<file path="config.mk">
export PLATFORM = sky130hd
export DESIGN_NAME = traffic_intersection_ctrl
export DESIGN_NICKNAME = d
export VERILOG_FILES = /design/src/rtl/traffic_intersection_ctrl.sv
export SDC_FILE = /design/constraint.sdc
export NUM_CORES = 1
export LEC_CHECK = 0
export BUFFER_PORTS_ARGS = -buffer_cell sky130_fd_sc_hd__buf_4
export CAP_MARGIN = 10
export CORE_AREA = 3 3 87 89
export CTS_CLUSTER_SIZE = 40
export DETAILED_ROUTE_END_ITERATION = 8
export DIE_AREA = 0 0 90 92
export PLACE_DENSITY_LB_ADDON = 0.05
export SYNTH_ARGS = -nofsm -noshare
export SYNTH_HDL_FRONTEND = slang
export SYNTH_SLANG_ARGS = --single-unit
</file>
<file path="constraint.sdc">
create_clock -name clk -period 2.7 [get_ports clk]
set_input_delay 0.27 -clock clk [delete_from_list [all_inputs] [get_ports clk]]
set_output_delay 0.27 -clock clk [all_outputs]
set_load 0.02 [all_outputs]
</file>
<file path="src/rtl/traffic_intersection_ctrl.sv">
// Two-approach intersection controller: NS main road, EW side road, tick-enable timebase,
// all-red clearance, demand-held NS green and EW pedestrian walk. Define FLASH_MODE_EN for flash mode.
module traffic_intersection_ctrl #(
    parameter int unsigned CNT_W        = 24,
    parameter int unsigned GREEN_TICKS  = 6,
    parameter int unsigned YELLOW_TICKS = 3,
    parameter int unsigned ALLRED_TICKS = 2,
    parameter int unsigned WALK_TICKS   = 4
) (
    input  logic       clk,
    input  logic       reset,
    input  logic       tick_en,
    input  logic       ew_req,
`ifdef FLASH_MODE_EN
    input  logic       flash_req,
`endif
    output logic [2:0] ns_lights,
    output logic [2:0] ew_lights,
    output logic       walk_ew,
    output logic [2:0] phase
);

    typedef enum logic [2:0] {
        ALLRED_A  = 3'd0,
        NS_GREEN  = 3'd1,
        NS_YELLOW = 3'd2,
        ALLRED_B  = 3'd3,
        EW_GREEN  = 3'd4,
        EW_YELLOW = 3'd5
`ifdef FLASH_MODE_EN
        , FLASH   = 3'd6
`endif
    } state_t;

    localparam logic [2:0] LAMP_RED = 3'b100;
    localparam logic [2:0] LAMP_YEL = 3'b010;
    localparam logic [2:0] LAMP_GRN = 3'b001;
`ifdef FLASH_MODE_EN
    localparam logic [2:0] LAMP_OFF = 3'b000;
`endif

    localparam logic [CNT_W-1:0] GREEN_LAST  = CNT_W'(GREEN_TICKS - 1);
    localparam logic [CNT_W-1:0] YELLOW_LAST = CNT_W'(YELLOW_TICKS - 1);
    localparam logic [CNT_W-1:0] ALLRED_LAST = CNT_W'(ALLRED_TICKS - 1);
    localparam logic [CNT_W-1:0] WALK_LIM    = CNT_W'(WALK_TICKS);

    state_t           state;
    logic [CNT_W-1:0] cnt;
    logic             req_pending;
`ifdef FLASH_MODE_EN
    logic             blink;
`endif

    logic [CNT_W-1:0] phase_last;
    state_t           phase_next;
    logic             legal;
    logic             enter_ew;

    // Per-phase terminal count and successor for the fixed-length phases.
    always_comb begin
        phase_last = '0;
        phase_next = ALLRED_A;
        legal      = 1'b1;
        case (state)
            ALLRED_A:  begin phase_last = ALLRED_LAST; phase_next = NS_GREEN;  end
            NS_GREEN:  begin phase_last = GREEN_LAST;  phase_next = NS_YELLOW; end
            NS_YELLOW: begin phase_last = YELLOW_LAST; phase_next = ALLRED_B;  end
            ALLRED_B:  begin phase_last = ALLRED_LAST; phase_next = EW_GREEN;  end
            EW_GREEN:  begin phase_last = GREEN_LAST;  phase_next = EW_YELLOW; end
            EW_YELLOW: begin phase_last = YELLOW_LAST; phase_next = ALLRED_A;  end
            default:   legal = 1'b0;
        endcase
    end

`ifdef FLASH_MODE_EN
    assign enter_ew = tick_en && !flash_req && (state == ALLRED_B) && (cnt == ALLRED_LAST);
`else
    assign enter_ew = tick_en && (state == ALLRED_B) && (cnt == ALLRED_LAST);
`endif

    always_ff @(posedge clk) begin
        if (reset) begin
            state       <= ALLRED_A;
            cnt         <= '0;
            req_pending <= 1'b0;
`ifdef FLASH_MODE_EN
            blink       <= 1'b0;
`endif
        end else begin
            // A new request on the EW_GREEN entry edge survives the clear.
            req_pending <= ew_req | (req_pending & ~enter_ew);
`ifdef FLASH_MODE_EN
            if (flash_req) begin
                if (state != FLASH) begin
                    state <= FLASH;
                    cnt   <= '0;
                    blink <= 1'b0;
                end else if (tick_en) begin
                    blink <= ~blink;
                end
            end else if (state == FLASH) begin
                state <= ALLRED_A;
                cnt   <= '0;
            end else
`endif
            if (!legal) begin
                state <= ALLRED_A;
                cnt   <= '0;
            end else if (tick_en) begin
                if (state == NS_GREEN) begin
                    // NS green holds with cnt saturated until side-road demand is seen.
                    if (cnt >= GREEN_LAST && req_pending) begin
                        state <= NS_YELLOW;
                        cnt   <= '0;
                    end else if (cnt < GREEN_LAST) begin
                        cnt <= cnt + 1'b1;
                    end
                end else if (cnt == phase_last) begin
                    state <= phase_next;
                    cnt   <= '0;
                end else begin
                    cnt <= cnt + 1'b1;
                end
            end
        end
    end

    always_comb begin
        ns_lights = LAMP_RED;
        ew_lights = LAMP_RED;
        walk_ew   = 1'b0;
        case (state)
            NS_GREEN:  ns_lights = LAMP_GRN;
            NS_YELLOW: ns_lights = LAMP_YEL;
            EW_GREEN:  begin
                ew_lights = LAMP_GRN;
                walk_ew   = (cnt < WALK_LIM);
            end
            EW_YELLOW: ew_lights = LAMP_YEL;
`ifdef FLASH_MODE_EN
            FLASH:     begin
                ns_lights = blink ? LAMP_YEL : LAMP_OFF;
                ew_lights = blink ? LAMP_RED : LAMP_OFF;
            end
`endif
            default:   ;
        endcase
    end

    assign phase = state;

endmodule
</file>
**Yosys cells after proc, flatten, opt, wreduce, memory -nomap -nowiden**

Index checks and enable logic that the tools add are counted.

- Register bits: 28
- Input bits: 4
- Output and inout bits: 10
- Word-level logic and storage cells: 45

- Add/subtract/negate cells: 1
- Magnitude comparators: 3
- Eq/ne operators: 9
- Multiplexer cells: 13
- Bitwise operators: 4
- Reduce and logical (&&, ||, !) cells: 12

Operators with widths:

| kind | number |
|---|---|
| $mux W24 | 4 |
| $lt A24 B3 Y1 const B | 2 |
| $add A24 B1 Y24 const B | 1 |
| $eq A24 B1 Y1 const B | 1 |
| $eq A24 B24 Y1 | 1 |
| $ge A24 B3 Y1 const B | 1 |
| $pmux W3 S2 | 2 |
| $pmux W3 S4 | 1 |
| $mux W3 | 3 |
| $pmux W3 S3 | 1 |
| $reduce_or A2 Y1 | 4 |
| $eq A3 B2 Y1 const B | 2 |
| $eq A3 B3 Y1 const B | 2 |
| $reduce_or A6 Y1 | 1 |
| $eq A3 B1 Y1 const B | 1 |
| $logic_and A1 B1 Y1 | 3 |
| $logic_not A3 Y1 | 1 |
| $ne A3 B1 Y1 const B | 1 |
| $reduce_and A3 Y1 | 1 |
| $mux W1 | 2 |
| $ne A2 B1 Y1 const B | 1 |
| $not A1 Y1 | 2 |
| $reduce_and A2 Y1 | 1 |
| $reduce_bool A2 Y1 | 1 |
| other kinds (2) | 2 |

**Longest topological paths before layout**

Gate-level depths: netlist of the first run.

- Depth in word-level cells: 6
- Mapped depth: 9
- Gate-level depth less buffers: 7

**Worst setup path after synthesis of the first run**

No wires, ideal clock.

- Path type: reg2reg
- Start point: reg state[0], in the netlist phase[0]
- End point: reg state[1], in the netlist phase[1]
- Library setup time: 123 ps
- Arrival: 2171 ps
- Required time: 2577 ps
- Setup slack: 406 ps
- Cell stages (with the launch flop): 7
- Path buffers: 1
- Period minus slack after synthesis: 2294 ps
- Cell sequence: dfxtp_1 -> buf_2 -> nor3b_1 -> and2_1 -> o311ai_1 -> o41ai_2 -> mux2_1

- Word-level cells in the longest chain between the ends: 6
- Elaborated cells between the ends (all ways): 21
- Classes of those cells: eq/ne (7); mux (5); bitwise (1); reduce/logical (8)

Ends and longest elaborated chain:

| what | line | RTL |
|---|---|---|
| from (decl) | 47 | `state_t state;` |
| from (signal assigned) | 119 | `state <= phase_next;` |
| $eq A3 B3 Y1, or another cell as far along | 64 | `case (state)` |
| $reduce_or A2 Y1 (no source line) | n/a |  |
| $pmux W3 S3 | 64 |  |
| $eq A24 B24 Y1 | 118 | `end else if (cnt == phase_last) begin` |
| $reduce_bool A2 Y1 (no source line) | n/a |  |
| $reduce_and A3 Y1 (no source line) | n/a |  |

Several ways; a longest one is shown, not always the timed one. The select of a mux whose other input is x is not followed.
A chain may end at the register's enable or synchronous reset.

**Worst setup path after layout of the first run**

- Start point: reg cnt[8]
- End point: reg cnt[5]

- Word-level cells in the longest chain between the ends: 4
- Elaborated cells between the ends (all ways): 9
- Classes of those cells: order compare (2); eq/ne (2); mux (3); reduce/logical (2)

Ends and longest elaborated chain:

| what | line | RTL |
|---|---|---|
| from (decl) | 48 | `logic [CNT_W-1:0] cnt;` |
| from (signal assigned) | 116 | `cnt <= cnt + 1'b1;` |
| from (signal assigned) | 122 | `cnt <= cnt + 1'b1;` |
| $ge A24 B3 Y1 | 112 | `if (cnt >= GREEN_LAST && req_pending) begin` |
| $logic_and A1 B1 Y1 | 112 |  |
| $ne A3 B1 Y1 (no source line) or $mux W24 (tied branches) | n/a |  |
| $reduce_and A2 Y1 (no source line) or $mux W24 (tied branches) | n/a |  |

Several ways; a longest one is shown, not always the timed one.

==> results of run 1 <==
## synth_stat cells
| cell | count | area share, % |
|---|---|---|
| clkbuf_1 | 7 | 1.6 |
| inv_2 | 1 | 0.22 |
| mux2_1 | 2 | 1.3 |
| nor3_1 | 2 | 0.59 |
| a21o_1 | 1 | 0.45 |
| o221ai_1 | 1 | 0.52 |
| nand2b_1 | 4 | 1.5 |
| or3_1 | 6 | 2.2 |
| o21ba_1 | 1 | 0.59 |
| nor2_1 | 11 | 2.5 |
| buf_2 | 8 | 2.4 |
| o2111ai_1 | 1 | 0.52 |
| o31ai_1 | 18 | 8.0 |
| a311oi_1 | 1 | 0.52 |
| inv_1 | 8 | 1.8 |
| o41ai_2 | 1 | 0.97 |
| o41ai_1 | 2 | 1.0 |
| o31a_1 | 2 | 1.0 |
| o21ai_0 | 6 | 1.8 |
| nor2b_1 | 1 | 0.37 |
| xnor2_1 | 1 | 0.52 |
| nor4_2 | 1 | 0.74 |
| nand2_1 | 16 | 3.6 |
| or4_1 | 13 | 5.8 |
| or4bb_1 | 1 | 0.67 |
| mux2i_1 | 1 | 0.59 |
| and4_1 | 2 | 1.0 |
| o21ai_1 | 3 | 0.89 |
| nand3_1 | 17 | 5.1 |
| nand3b_1 | 1 | 0.45 |
| nand4b_1 | 1 | 0.52 |
| nor3b_1 | 1 | 0.45 |
| and2_1 | 1 | 0.37 |
| a21oi_1 | 24 | 7.1 |
| o311ai_1 | 2 | 1.0 |
| or2_1 | 1 | 0.37 |
| nor4_1 | 8 | 3.0 |
| nand4_1 | 5 | 1.9 |
| and3b_1 | 1 | 0.52 |
| dfxtp_1 | 28 | 33 |
| ha_1 | 3 | 2.2 |
## metrics by stage
stage	std cells	area [sq um]	setup WS [ns]	utilization (%)
after global routing	321	1960	0.0539	28.7
final	321	1960	0.228	28.7
after CTS	321	1960	0.136	28.6
after detailed placement	317	1900	0.153	27.8
after global placement	317	1900	0.329	27.8
after floorplan	215	1680	0.406	-
## power groups by stage
| stage | clock (mW) | sequential [mW] | combinational, mW |
|---|---|---|---|
| global route | 0.303 | 0.431 | 0.0900 |
| global placement | 0 | 0.438 | 0.0813 |
| detailed placement | 0 | 0.438 | 0.0818 |
| floorplan | 0 | 0.432 | 0.0545 |
| finish | 0.275 | 0.429 | 0.0810 |
| CTS | 0.287 | 0.429 | 0.0821 |
## logic make-up (layout without fill, tap and decap cells)
kind of cell | after synthesis | after routing
buffers and inverters | 24 | 34
xor gates and xnor gates | 1 | 1
and+or+nand+nor | 93 | 93
muxes | 3 | 3
DFF | 28 | 28
adders and majority gates | 3 | 3
AOI/OAI and AO/OA | 63 | 63
## sequential cells by signal (all words and copies together) (netlist names)
name         flops
req_pending      1
phase            3
cnt             24
## final cells by class
class	count	area [sq um]
fill	779	4870
multi-input combinational	163	1040
sequential	28	561
timing repair buffer	21	158
tap	96	120
clock buffer	4	55.1
inverter	9	33.8
## worst max-delay path by stage
stage / end / slack [ns] / depth (start not counted)
floorplan: phase[1] / 0.41 / 6
global placement: cnt[5] / 0.33 / 6
detailed placement: cnt[22] / 0.15 / 6
CTS: cnt[16] / 0.14 / 6
global route: cnt[5] / 0.05 / 6
finish: cnt[5] / 0.23 / 6
## layout by cell type, fill, tap and decap left out, types with 3 or more instances in the layout
master | Yosys | layout
nand3_1 | 17 | 17
a21oi_1 | 24 | 24
nand2_1 | 16 | 16
buf_4 | 0 | 21
nand4_1 | 5 | 5
inv_1 | 8 | 8
ha_1 | 3 | 3
nor2_1 | 11 | 11
dfxtp_1 | 28 | 28
clkbuf_8 | 0 | 4
or4_1 | 13 | 13
nor4_1 | 8 | 7
o21ai_0 | 6 | 6
or3_1 | 6 | 6
o21ai_1 | 3 | 3
nand2b_1 | 4 | 4
o31ai_1 | 18 | 18
## worst max-delay path, cell delays in order (launching register included)
cell	delay, ns
dfxtp_1	0.38
nor4_2	0.37
nand4_1	0.31
o31a_1	0.40
buf_4	0.26
or4_1	0.53
a21oi_1	0.15
## layer usage
layer / track usage [%] / part of all wire [%] / vias up
met5: 0 / 0 / -
met4: 1.91 / 0.62 / 0
met3: 2.05 / 3.1 / 2
met2: 17.8 / 45 / 20
met1: 16.6 / 51 / 786
li1: - / - / 839
==> run metrics, run 1 <==
largest family of logic cells by synthesized area simple AND/OR/NAND/NOR gates; status finished clean; reg2reg start cnt[8]; RSZ-0062 raised after global routing false; total clock buffers created by CTS 3; Routed WL 4.66 mm; Die X 90 um; Seq pwr share 54.6%; Die Y 92 um; Worst-Skew Late Latency 0.28 ns; post-synthesis compound-gate area fraction 24.5%; DRT iter0 DRCs 44; P_sw 0.207 mW; post-synthesis mux area share 1.93%; Lkg Pwr 0.626 nW; Antenna Nets Post-Route 0; Initial Utilization 24.6%; Final setup violation count 0; Die Area 8280 sq um; R2R depth 6; antenna diode count 0; Seq/Total Area, Yosys 33.3%; drt via density 5.13; core area 6830 sq um; I/O pin count 14; largest net degree at the start of global routing 42; Final Power 0.785 mW; Worst-Margin Slew 0.510 ns; Comb pwr share 10.3%; MaxCap Viol Count 0; flop-to-flop setup slack 0.23 ns; via count of the routed design 1,647; TNS Setup 0 ns; remaining global-route overflow 0; clock share of power 35.0%; final hold vios 0; nets 233; Int Pwr 0.578 mW; number of distinct library cells after synthesis 41; clock skew 0.00832 ns; vias in the first global route 1,526; crit path from cnt[8]; first-pass GRT wire length 7.78 mm; synthesis-to-layout area growth 16.7%; root buf cell clkbuf_8; Slew Viols, Final 0; CP Capture Type flop; synthesized cell area 1680 sq um; Worst Min Path Start reset; Post-Syn Area per Cell 7.83 sq um; drt drc 0; DPL Wire Length 3.36 mm; relative slew slack 65.9%; Clock Tree Buf Depth 2; fin crit period 2.47 ns; Worst Hold Depth 2; post-synthesis xor/xnor area fraction 0.520%; Total Routing Usage GR 11.4%; post-synthesis simple-gate area fraction 31.5%; hold endpoint req_pending; Req. time, crit path 2.92 ns; site row count 30; pwr/cell area 400 nW/um^2; Max Fclk 405 MHz; initial antenna violation count 0; drt first pass iters 4; port buffer count 13; CTS tree built; Mapped Nets 222; post-synthesis register bit count 28; Post-Syn Instances 215; Worst-path clk slew 0.11 ns; post-cts resize count 0; routed length per instance 14.5 um; switching share of power 26.3%; hold_buf cts 0; CP Launch Type flop; WS Path Type reg2reg; crit-path max FO 41; critical path arrival 2.69 ns; post-CTS setup buffer count 0; GP Congestion 0.771; layout cells sized above 1 13.3%; Post-Synth Adder-Cell Area 2.23%; Max rail drop VDD 0.221 mV; Min-Delay Path Class in2reg; final hold slack 0.169 ns; yosys warns 0; Sink Count 28; Final Cycle Share 91.5%; H-Tree Depth 1; Reg-to-Reg End cnt[5]
Note: power is estimated with default switching activity, not from simulation.
==> run 2: changes to the inputs <==
--- a/config.mk
+++ b/config.mk
@@ -7,10 +7,10 @@
 export LEC_CHECK = 0
 export BUFFER_PORTS_ARGS = -buffer_cell sky130_fd_sc_hd__buf_4
 export CAP_MARGIN = 10
-export CORE_AREA = 3 3 87 89
+export CORE_AREA = 3 3 99 78
 export CTS_CLUSTER_SIZE = 40
 export DETAILED_ROUTE_END_ITERATION = 8
-export DIE_AREA = 0 0 90 92
+export DIE_AREA = 0 0 102 81
 export PLACE_DENSITY_LB_ADDON = 0.05
 export SYNTH_ARGS = -nofsm -noshare
 export SYNTH_HDL_FRONTEND = slang
==> run metrics, run 2 (same netlist as run 1, synthesis figures left out) <==
Max rail drop VDD 0.174 mV; Worst-path clk slew 0.10 ns; post-CTS setup buffer count 0; DPL Wire Length 3.78 mm; Storage cell area 561 sq um; drt drc 0; synthesis-to-layout area growth 17.4%; total clock buffers created by CTS 3; CP max-delay cell a311oi_1; fin crit period 2.43 ns; H-Tree Depth 1; via count of the routed design 1,723; site row count 26; most frequent cells in the layout dfxtp_1 (28), buf_4 (26), a21oi_1 (24); critical path arrival 2.60 ns; flop-to-flop setup slack 0.27 ns; drt first pass iters 4; core area 6770 sq um; max reg flops 24; clock skew 0.00714 ns; RSZ-0062 raised after global routing false; R2R depth 6; multi-input logic area 1040 sq um; Slew Viols, Final 0; routed wl met3 312 um; antenna diode count 0; remaining global-route overflow 0; Largest Register cnt; GP Congestion 0.804; Top Layer Used met4; Req. time, crit path 2.87 ns; CP delay by family, top compound AO/OA/AOI/OAI gates; WP buf/inv 1; Worst Hold Depth 2; CTS tree built; MaxCap Viol Count 0; vias in the first global route 1,579; final hold vios 0; Max Fclk 411 MHz; drt via density 5.50; CP peak stage delay 0.58 ns; Lkg Pwr 0.644 nW; Worst-Margin Slew 0.589 ns; hold_buf cts 0; Worst-Skew Late Latency 0.27 ns; Die X 102 um; Reg-to-Reg End phase[2]; reg2reg start phase[1]; Antenna Nets Post-Route 0; filler instances 737; Routed WL 4.97 mm; pwr/cell area 379 nW/um^2; Initial Utilization 24.9%; status finished clean; met1 wire length 2.58 mm; TNS Setup 0 ns; layout cells sized above 1 14.4%; CP Capture Type flop; first-pass GRT wire length 8.25 mm; CP Cell Sequence nand2b_1, o221ai_1, a311oi_1, buf_4, o41ai_2, mux2_1; Min-Delay Path Class in2reg; routed length per instance 15.9 um; post-cts resize count 0; WS Path Type reg2reg; Worst Min Path Start reset; port buffer count 13; Final Cycle Share 90.1%; Die Y 81 um; hold endpoint req_pending; Total Routing Usage GR 12.8%; commonest non-fill, non-tap cell in the layout dfxtp_1; Clock Tree Buf Depth 2; I/O pin count 14; metal2 WL 2.02 mm; Final setup violation count 0; cell depth of the worst setup path 6; Sink Count 28; initial antenna violation count 0; DRT iter0 DRCs 106; nets 238; root buf cell clkbuf_8; CP Launch Type flop; fin util 29.2%; crit-path max FO 10; Die Area 8260 sq um; relative slew slack 60.4%; largest net degree at the start of global routing 28
[run 2: changes by cell type in the layout (fill, tap and decap cells not counted), sizes merged]
cell    change
buf         +5
clkbuf      -1
[run 2: worst max path at each step]
stage                  start       end  slack (ns)
finish              phase[1]  phase[2]        0.27
global route          cnt[8]   cnt[17]         0.1
CTS                   cnt[8]   walk_ew        0.26
detailed placement  phase[1]  phase[2]        0.31
global placement      cnt[1]  phase[1]        0.32
floorplan           phase[0]  phase[1]        0.41
[run 2: cell type report]
class                   instances  share of cell area (%)
multi-input cells             163                    52.6
repair buffers                 26                    9.88
flip-flops and latches         28                    28.4
inverters                       9                    1.71
well taps                      84                    5.32
clock buffers                   3                    2.09
[run 2: where the power goes]
group / switching (mW) / total, mW / internal [mW]
clock: 0.128 / 0.229 / 0.100
combinational: 0.0586 / 0.0938 / 0.0352
sequential: 0.00866 / 0.426 / 0.417
total: 0.195 / 0.748 / 0.553
[run 2: through the flow]
step / instance area (sq um) / total power [mW] / worst slack, ns / instances / hold WS [ns]
final: 1980 / 0.748 / 0.267 / 313 / 0.171
after CTS: 1980 / 0.763 / 0.265 / 313 / 0.159
after global routing: 1980 / 0.795 / 0.0970 / 313 / 0.155
after detailed placement: 1930 / 0.529 / 0.315 / 310 / 0.468
after floorplan: 1680 / 0.487 / 0.406 / 215 / 0.339
after global placement: 1930 / 0.530 / 0.318 / 310 / 0.469
[run 2: layer usage]
metal,vias to the layer above,global-route usage [%]
met1,811,19.7
met3,6,2.92
li1,856,-
met4,0,3.15
met2,50,17.6
met5,-,0
==> run 3: changes to the inputs <==
--- a/config.mk
+++ b/config.mk
@@ -5,12 +5,13 @@
 export SDC_FILE = /design/constraint.sdc
 export NUM_CORES = 1
 export LEC_CHECK = 0
+export ABC_AREA = 1
 export BUFFER_PORTS_ARGS = -buffer_cell sky130_fd_sc_hd__buf_4
 export CAP_MARGIN = 10
-export CORE_AREA = 3 3 99 78
+export CORE_AREA = 3 3 108 84
 export CTS_CLUSTER_SIZE = 40
 export DETAILED_ROUTE_END_ITERATION = 8
-export DIE_AREA = 0 0 102 81
+export DIE_AREA = 0 0 111 87
 export PLACE_DENSITY_LB_ADDON = 0.05
 export SYNTH_ARGS = -nofsm -noshare
 export SYNTH_HDL_FRONTEND = slang
==> run metrics, run 3 <==
yosys warns 0; ys flop type dfxtp_1; GP Congestion 0.729; number of distinct library cells after synthesis 24; Placed Cells 420; core area 7950 sq um; Initial Utilization 25.3%; top post-synthesis cells by count nor2_1 (58), nand2_1 (57), inv_1 (39); CP Cell Sequence inv_1, ha_1, inv_1, nand2_1, nand2_1, nor2_1, nand3_1, nand3_2, nand2_2, inv_2, nand2_1, nand2_1, nand3_1, nor2_1; final std cells w/o fill 424; synthesis-to-layout area growth 10.2%; final worst slack 0.492 ns; filler instances 912; layout cells sized above 1 20.1%; metal2 WL 2.10 mm; first-pass GRT wire length 9.07 mm; total clock buffers created by CTS 3; routed length per instance 12.2 um; drt first pass iters 4; Post-Syn Instances 311; root buf cell clkbuf_8; Slew Viols, Final 0; CP max-delay cell nand2_2; H-Tree Depth 1; synthesized cell area 2010 sq um; met1 wire length 2.94 mm; most frequent cells in the layout nor2_1 (58), nand2_1 (57), inv_1 (39); post-CTS setup buffer count 0; site row count 28; Die Area 9660 sq um; drt via density 4.28; I/O pin count 14; final hold vios 0; WS Path Type reg2reg; remaining global-route overflow 0; critical path arrival 2.39 ns; CTS tree built; largest net degree at the start of global routing 39; commonest non-fill, non-tap cell in the layout nor2_1; Min-Delay Path Class in2reg; hold_buf cts 0; via count of the routed design 1,816; Routed WL 5.17 mm; Mapped Nets 318; max reg flops 24; relative slew slack 55.5%; Top Layer Used met4; Total Routing Usage GR 11.5%; DRT iter0 DRCs 84; Die X 111 um; Sink Count 28; Storage cell area 561 sq um; TNS Setup 0 ns; Final setup violation count 0; Largest Register cnt; vias in the first global route 1,774; Post-Syn Area per Cell 6.47 sq um; clock skew 0.00515 ns; Max rail drop VDD 0.237 mV; post-synth top area share 27.9%; DPL Wire Length 3.81 mm; Worst path most repeated cell nand2_1; CP Launch Type flop; Worst-Margin Slew 0.666 ns; initial antenna violation count 0; port buffer count 13; most common cell in the netlist nor2_1; MaxCap Viol Count 0; Synth area leaders dfxtp_1 (28%), nand3_2 (11%), nor2_1 (11%); multi-input logic area 1190 sq um; post-cts resize count 0; CP peak stage delay 0.51 ns; Placement Setup Slack 0.473 ns; Antenna Nets Post-Route 0; antenna diode count 0; Max Fclk 453 MHz; Worst-Skew Late Latency 0.28 ns; Final Cycle Share 81.8%; post-synthesis register bit count 28; Clock Tree Buf Depth 2; status finished clean; Req. time, crit path 2.89 ns; RSZ-0062 raised after global routing false; Worst-path clk slew 0.11 ns; fin crit period 2.21 ns; Final Power 1.44 mW; number of synthesized flops with an enable pin 0; nets 327; Synth area leader dfxtp_1; async set-reset flop share out of synthesis 0%; Die Y 87 um; pwr/cell area 651 nW/um^2; Seq/Total Area, Yosys 27.9%; drt drc 0; Lkg Pwr 0.865 nW; routed wl met3 102 um; CP Capture Type flop; crit-path max FO 38
## run 3: path summary, 6_finish.rpt
path	start	to	slack (ns)	depth (start not counted)
setup / recovery	cnt[0]	cnt[17]	0.49	14
hold / removal	reset	req_pending	0.16	2
setup reg to reg	cnt[0]	cnt[17]	0.49	14
hold reg to reg	req_pending	req_pending	0.53	2
## run 3: area by class of cell
class,count,area share (%)
multi-input cells,228,53.9
flip-flops and latches,28,25.3
clock buffers,4,2.48
inverters,45,7.62
well taps,105,5.93
repair buffers,14,4.74
## run 3: worst max-delay path: cells and delay by family (launching register included)
kind,cells,cell delay [ns]
flops,1,0.44
fa+ha+maj,1,0.21
simple gates,10,1.15
buf+inv,3,0.29
## run 3: layer usage
metal	vias to the layer above	GRT usage (%)
li1	1007	-
met1	793	16.7
met2	14	18.1
met3	2	2.15
met4	0	2.01
met5	-	0
## run 3: metrics by stage
step / utilization [%] / cell area, sq um / hold WS (ns)
after floorplan: - / 2010 / 0.342
after global placement: 27.2 / 2160 / 0.466
after detailed placement: 27.2 / 2160 / 0.467
after CTS: 27.9 / 2220 / 0.146
after global routing: 27.9 / 2220 / 0.155
final: 27.9 / 2220 / 0.159
## run 3: cells by family (layout without fill, tap and decap cells)
family / count (synthesis) / in the layout / share of synthesized area [%]
buf+inv: 55 / 63 / 13.1
fa+ha+maj: 3 / 3 / 1.87
compound gates: 24 / 24 / 6.35
simple gates: 201 / 201 / 50.8
flops: 28 / 28 / 27.9
## run 3: power by group
| part | switching [mW] | internal [mW] |
|---|---|---|
| logic | 0.460 | 0.203 |
| registers | 0.0543 | 0.442 |
| clock network | 0.151 | 0.131 |
| total | 0.665 | 0.776 |
